==> src/rtl/key_pkg.sv <==
// key_pkg: shared types and default constants for the push-button debouncer.
//   key_st_e     : per-key debounce FSM state encoding
//   *_DEF        : default tick divider, debounce and long-press lengths
package key_pkg;

  typedef enum logic [1:0] {
    IDLE       = 2'd0,
    PRESS_DB   = 2'd1,
    PRESSED    = 2'd2,
    RELEASE_DB = 2'd3
  } key_st_e;

  localparam int TICK_DIV_DEF = 50000;  // 1 ms at 50 MHz
  localparam int DB_MS_DEF    = 20;
  localparam int LONG_MS_DEF  = 1000;

endpackage

==> src/rtl/key_fsm.sv <==
// key_fsm: one button's synchroniser, debounce FSM, tick counter and pulses.
// Optional long-press detection is built when KEY_LONG_PRESS_EN is defined.
//   sys_clk, sys_rst : clock, async active-high reset
//   tick             : shared debounce tick (one cycle wide)
//   key_pin          : raw active-low pin
//   key_state        : debounced level, 1 = pressed
//   key_press        : one-cycle pulse on accepted press
//   key_release      : one-cycle pulse on accepted release
//   key_long         : one-cycle pulse after LONG_MS ticks held (0 if disabled)
module key_fsm
  import key_pkg::*;
#(
  parameter int DB_MS   = DB_MS_DEF,
  parameter int LONG_MS = LONG_MS_DEF
) (
  input  logic sys_clk,
  input  logic sys_rst,
  input  logic tick,
  input  logic key_pin,
  output logic key_state,
  output logic key_press,
  output logic key_release,
  output logic key_long
);

  localparam int CW = $clog2(LONG_MS + 1);
  localparam logic [CW-1:0] DB_END = CW'(DB_MS);

  // Two-flop synchroniser; resets to the released pin level.
  logic [1:0] sync;
  logic       key_s;

  always_ff @(posedge sys_clk or posedge sys_rst) begin
    if (sys_rst) sync <= 2'b11;
    else         sync <= {sync[0], key_pin};
  end

  assign key_s = ~sync[1];

  key_st_e       state, state_nxt;
  logic [CW-1:0] db_cnt, cnt_nxt, cnt_inc;
  logic          press_nxt, rel_nxt;

  // Saturating increment: the counter never wraps.
  assign cnt_inc = (&db_cnt) ? db_cnt : db_cnt + 1'b1;

`ifdef KEY_LONG_PRESS_EN
  localparam logic [CW-1:0] LONG_END = CW'(LONG_MS);
  logic long_nxt;
`endif

  // A level change on key_s is checked before tick, so a bounce coinciding
  // with a tick discards the count.
  always_comb begin
    state_nxt = state;
    cnt_nxt   = db_cnt;
    press_nxt = 1'b0;
    rel_nxt   = 1'b0;
`ifdef KEY_LONG_PRESS_EN
    long_nxt  = 1'b0;
`endif
    case (state)
      IDLE: begin
        if (key_s) begin
          state_nxt = PRESS_DB;
          cnt_nxt   = '0;
        end
      end
      PRESS_DB: begin
        if (!key_s) begin
          state_nxt = IDLE;
          cnt_nxt   = '0;
        end else if (tick) begin
          if (cnt_inc == DB_END) begin
            state_nxt = PRESSED;
            cnt_nxt   = '0;
            press_nxt = 1'b1;
          end else begin
            cnt_nxt = cnt_inc;
          end
        end
      end
      PRESSED: begin
        if (!key_s) begin
          state_nxt = RELEASE_DB;
          cnt_nxt   = '0;
        end
`ifdef KEY_LONG_PRESS_EN
        // Hold count reuses db_cnt; it saturates so the pulse fires once.
        else if (tick) begin
          cnt_nxt  = cnt_inc;
          long_nxt = (cnt_inc == LONG_END) && (db_cnt != LONG_END);
        end
`endif
      end
      RELEASE_DB: begin
        if (key_s) begin
          state_nxt = PRESSED;
          cnt_nxt   = '0;
        end else if (tick) begin
          if (cnt_inc == DB_END) begin
            state_nxt = IDLE;
            cnt_nxt   = '0;
            rel_nxt   = 1'b1;
          end else begin
            cnt_nxt = cnt_inc;
          end
        end
      end
      default: begin
        state_nxt = IDLE;
        cnt_nxt   = '0;
      end
    endcase
  end

  always_ff @(posedge sys_clk or posedge sys_rst) begin
    if (sys_rst) begin
      state       <= IDLE;
      db_cnt      <= '0;
      key_press   <= 1'b0;
      key_release <= 1'b0;
    end else begin
      state       <= state_nxt;
      db_cnt      <= cnt_nxt;
      key_press   <= press_nxt;
      key_release <= rel_nxt;
    end
  end

`ifdef KEY_LONG_PRESS_EN
  always_ff @(posedge sys_clk or posedge sys_rst) begin
    if (sys_rst) key_long <= 1'b0;
    else         key_long <= long_nxt;
  end
`else
  assign key_long = 1'b0;
`endif

  assign key_state = (state == PRESSED) || (state == RELEASE_DB);

endmodule

==> src/rtl/key_debounce.sv <==
// key_debounce: debounces KEY_NUM active-low buttons against a shared tick.
// Long-press pulses are built when KEY_LONG_PRESS_EN is defined.
//   sys_clk, sys_rst : clock, async active-high reset
//   key_in           : raw active-low pins
//   key_state        : debounced levels, 1 = pressed
//   key_press        : one-cycle press pulses
//   key_release      : one-cycle release pulses
//   key_code         : registered index of lowest pressed key (0 if none)
//   key_valid        : registered OR of key_state
//   key_long         : one-cycle long-press pulses (0 if disabled)
module key_debounce
  import key_pkg::*;
#(
  parameter int KEY_NUM  = 4,
  parameter int TICK_DIV = TICK_DIV_DEF,
  parameter int DB_MS    = DB_MS_DEF,
  parameter int LONG_MS  = LONG_MS_DEF
) (
  input  logic               sys_clk,
  input  logic               sys_rst,
  input  logic [KEY_NUM-1:0] key_in,
  output logic [KEY_NUM-1:0] key_state,
  output logic [KEY_NUM-1:0] key_press,
  output logic [KEY_NUM-1:0] key_release,
  output logic [2:0]         key_code,
  output logic               key_valid,
  output logic [KEY_NUM-1:0] key_long
);

  localparam int TW = (TICK_DIV > 1) ? $clog2(TICK_DIV) : 1;

  logic [TW-1:0] tick_cnt;
  logic          tick;

  assign tick = (tick_cnt == TW'(TICK_DIV - 1));

  always_ff @(posedge sys_clk or posedge sys_rst) begin
    if (sys_rst) tick_cnt <= '0;
    else         tick_cnt <= tick ? '0 : tick_cnt + 1'b1;
  end

  for (genvar gi = 0; gi < KEY_NUM; gi++) begin : g_key
    key_fsm #(
      .DB_MS   (DB_MS),
      .LONG_MS (LONG_MS)
    ) u_key (
      .sys_clk     (sys_clk),
      .sys_rst     (sys_rst),
      .tick        (tick),
      .key_pin     (key_in[gi]),
      .key_state   (key_state[gi]),
      .key_press   (key_press[gi]),
      .key_release (key_release[gi]),
      .key_long    (key_long[gi])
    );
  end

  // Priority encoder: scanning downward leaves the lowest set index.
  logic [2:0] code_nxt;

  always_comb begin
    code_nxt = 3'd0;
    for (int i = KEY_NUM - 1; i >= 0; i--)
      if (key_state[i]) code_nxt = 3'(i);
  end

  always_ff @(posedge sys_clk or posedge sys_rst) begin
    if (sys_rst) begin
      key_code  <= 3'd0;
      key_valid <= 1'b0;
    end else begin
      key_code  <= code_nxt;
      key_valid <= |key_state;
    end
  end

endmodule

==> config.mk <==
export PLATFORM = sky130hd
export DESIGN_NAME = key_debounce
export DESIGN_NICKNAME = d
export VERILOG_FILES = /design/src/rtl/key_pkg.sv /design/src/rtl/key_fsm.sv /design/src/rtl/key_debounce.sv
export SDC_FILE = /design/constraint.sdc
export NUM_CORES = 1
export LEC_CHECK = 0
export ABC_AREA = 1
export CAP_MARGIN = 25
export CORE_MARGIN = 1.5
export CORE_UTILIZATION = 29
export DETAILED_ROUTE_END_ITERATION = 10
export SYNTH_ARGS = -nofsm -noshare
export SYNTH_HDL_FRONTEND = slang
export SYNTH_SLANG_ARGS = --single-unit
==> constraint.sdc <==
create_clock -name sys_clk -period 7.6 [get_ports sys_clk]
set_input_delay 1.14 -clock sys_clk [delete_from_list [all_inputs] [get_ports sys_clk]]
set_output_delay 1.14 -clock sys_clk [all_outputs]
set_load 0.02 [all_outputs]
==> results.json <==
{
  "outcome": "finished clean",
  "top_layer": "met4",
  "ys_seq_area_share_pct": 39.4,
  "syn_avg_cell_area_sq_um": 7.40,
  "synthXorXnorAreaFrac_pct": 2.31,
  "clk_latency_ps": 350,
  "layout_commonest_cell": "nand2_1",
  "slew_headroom_pct": 47.9,
  "grt_overflow": 0,
  "endpoint_kind": "output pin",
  "drt-total-wl_mm": 11.2,
  "postCtsHoldBufs": 0,
  "fin_tns_setup_ps": 0,
  "fin_worst_skew_ps": 11.1,
  "p_leak_uw": 0.00272,
  "antenna_found_initial": 0,
  "dp_hpwl_mm": 8.16,
  "synthSimpleGateAreaFrac_pct": 35.4,
  "cts_buffer_depth": 2,
  "fin_crit_ps": 2720,
  "crit_buf_inv": 1,
  "rsz0062_at_grt": "no",
  "die_area_sq_um": 19100,
  "setup_violations": 0,
  "syn_inst": 716,
  "drv_slew": 0,
  "yosysWarnings": 0,
  "io_buffers": 20,
  "vias": 4380,
  "crit_required_ps": 6460,
  "fmax_ghz": 0.368,
  "whs_ps": 347,
  "ys_ff_latch": 83,
  "cts.sinks": 83,
  "wl_met1_mm": 5.63,
  "grt_pass1_wl_mm": 19.8,
  "yosys.area.top_type": "dfrtp_1",
  "cts_setup_buffers": 0,
  "drc": 0,
  "htree_num_levels": 3,
  "die_x_um": 138,
  "yosys.area_share.adder_pct": 1.18,
  "reg2reg_from": "tick_cnt[0]",
  "yosysTopAreaCellShare_pct": 35.4,
  "cpLargestDelayFamily": "buffers and inverters",
  "comb_power_share_pct": 11.6,
  "synth_top_family_by_area": "simple AND/OR/NAND/NOR gates",
  "drv_cap": 0,
  "viasPerCell": 4.58,
  "crit_arrival_ps": 1580,
  "worstPathMaxFanout": 9,
  "path_class": "flip-flop to output pin",
  "ir_drop_uv": 122,
  "clockPowerShare_pct": 45.6,
  "r2r_cells": 8,
  "syn_to_final_growth_pct": 12.8,
  "grt_max_degree": 66,
  "min_path_type": "flip-flop to flip-flop",
  "synth_compound_area_share_pct": 11.0,
  "diodes": 0,
  "core_sq_um": 18000,
  "grtUsageTotal_pct": 12.6,
  "setup_slack_ps": 4880,
  "ant_nets": 0,
  "synthMuxAreaShare_pct": 0,
  "ff2ff_setup_slack_ps": 5240,
  "hold_violations": 0,
  "cts_resized": 0,
  "fin_nets": 733,
  "synth_ff_type": "dfrtp_1",
  "worstHoldPathCells": 0,
  "met3_length_um": 330,
  "rows": 49,
  "p_int_uw": 831,
  "dr.pass1.iters": 5,
  "wl_per_cell_um": 11.7,
  "min_from": "g_key[0].u_key.sync[0]",
  "nFillCells": 1874,
  "route.met2.wl_mm": 5.13,
  "cts_root_buffer": "clkbuf_16",
  "pwr-share-seq_pct": 42.8,
  "powerDensity_nw_per_um2": 188,
  "slowest_stage": "clkdlybuf4s50_1",
  "r2r_end": "g_key[0].u_key.db_cnt[6]",
  "pin_count": 26,
  "cts_made_buffers": 9,
  "clkSlewWorstSetupHoldPaths_ps": 70,
  "die_h_um": 138,
  "drtIter0Drc": 305,
  "synth_cell_type_count": 45,
  "synth_area_leaders": "dfrtp_1 (35%), nand2_1 (13%), inv_1 (6.1%)",
  "synth_edf_count": 0,
  "critical-path-max-stage-delay_ps": 700,
  "crit_chain": "clkdlybuf4s50_1",
  "cts_tree": "built",
  "post-route-period-util_pct": 35.8,
  "initial_core_util_pct": 29.5,
  "worstHoldEndpoint": "g_key[0].u_key.sync[1]",
  "synth-async-reset-ratio_pct": 100,
  "synth_area_sq_um": 5300,
  "gp_congestion": 0.819,
  "worst_slew_pin_slew_ps": 781,
  "grt_pass1_vias": 4170,
  "switchingPower_uw": 291,
  "post-place-ws_ps": 5220,
  "start_kind": "flip-flop",
  "layout-drive-gt1-share_pct": 12.8,
  "final_cell_mix": "nand2_1 (181), inv_1 (85), nor2_1 (77)",
  "swShare_pct": 25.9
}
## synth_stat cells (3+ instances only)
cell        n
inv_2       6
clkbuf_1    5
dfrtp_1    75
nor3_2      3
xnor2_1     3
ha_1        5
nand3_2    10
a21oi_1    15
nand2_2     8
dfstp_2     8
o21ai_0    45
o21ai_2     3
buf_2       4
nor2_2     15
nor3_1      8
nand4_1     7
buf_4      20
xor2_1     11
o211ai_1    6
inv_1      86
a31oi_1     3
nor2_4      9
nand3_1    54
nor2_1     77
nand2_1   181
o22ai_1    14
o21ai_1     9
## layer usage
layer  track usage, %  up-vias
li1                 -     2307
met1             16.9     2017
met2             19.8       47
met3             3.36        9
met4             3.60        0
met5                0        -
## area by class of cell
cell class	count	area, sq um	area share [%]
Multi-Input combinational cell	512	2660	44.5
Sequential cell	83	2090	34.9
Inverter	94	355	5.95
Tap cell	229	287	4.79
Clock buffer	10	239	4.00
Timing Repair Buffer	22	235	3.94
Clock inverter	6	113	1.88
## stage by stage
step / util, % / total power, uW / instance area (sq um) / std cells
global placement: 31.2 / 616 / 5600 / 939
global route: 33.3 / 1170 / 5980 / 956
CTS: 33.3 / 1140 / 5980 / 956
finish: 33.3 / 1120 / 5980 / 956
detailed placement: 31.3 / 619 / 5620 / 940
floorplan: - / 576 / 5310 / 720
## registers in the layout, indices dropped and copies added, names as in the netlist, named ones only
register                 flops
g_key.u_key.db_cnt          40
g_key.u_key.key_press        4
g_key.u_key.key_release      4
g_key.u_key.state            4
g_key.u_key.sync             8
key_code                     2
key_valid                    1
tick_cnt                    16
## power by group through the flow
stage / logic, uW / registers [uW] / clock network, uW
floorplan: 84.1 / 492 / 0
global placement: 129 / 487 / 0
detailed placement: 130 / 488 / 0
CTS: 131 / 481 / 527
global route: 144 / 483 / 545
finish: 130 / 480 / 512
## cells by family (layout without fill, tap and decap cells)
family,Yosys count,in the layout
buffers and inverters,125,132
other,1,5
AO/OA/AOI/OAI,101,101
adder cells (fa/ha/maj),5,5
flip-flops,83,83
XOR/XNOR,14,14
AND/OR/NAND/NOR,387,387
## worst max-delay path by stage
stage / from / to / slack, ps / cells after the start
3_3_place_gp: sys_rst / g_key[3].u_key.db_cnt[0] / 5010 / 3
2_1_floorplan: sys_rst / asynchronous set/reset pin / 4340 / 1
3_5_place_dp: flip-flop / key_state[0] / 5220 / 1
4_1_cts: flip-flop / key_state[0] / 4830 / 1
6_report: flip-flop / key_state[0] / 4880 / 1
5_1_grt: flip-flop / key_state[0] / 4810 / 1
(Power assumes the default switching activity.)
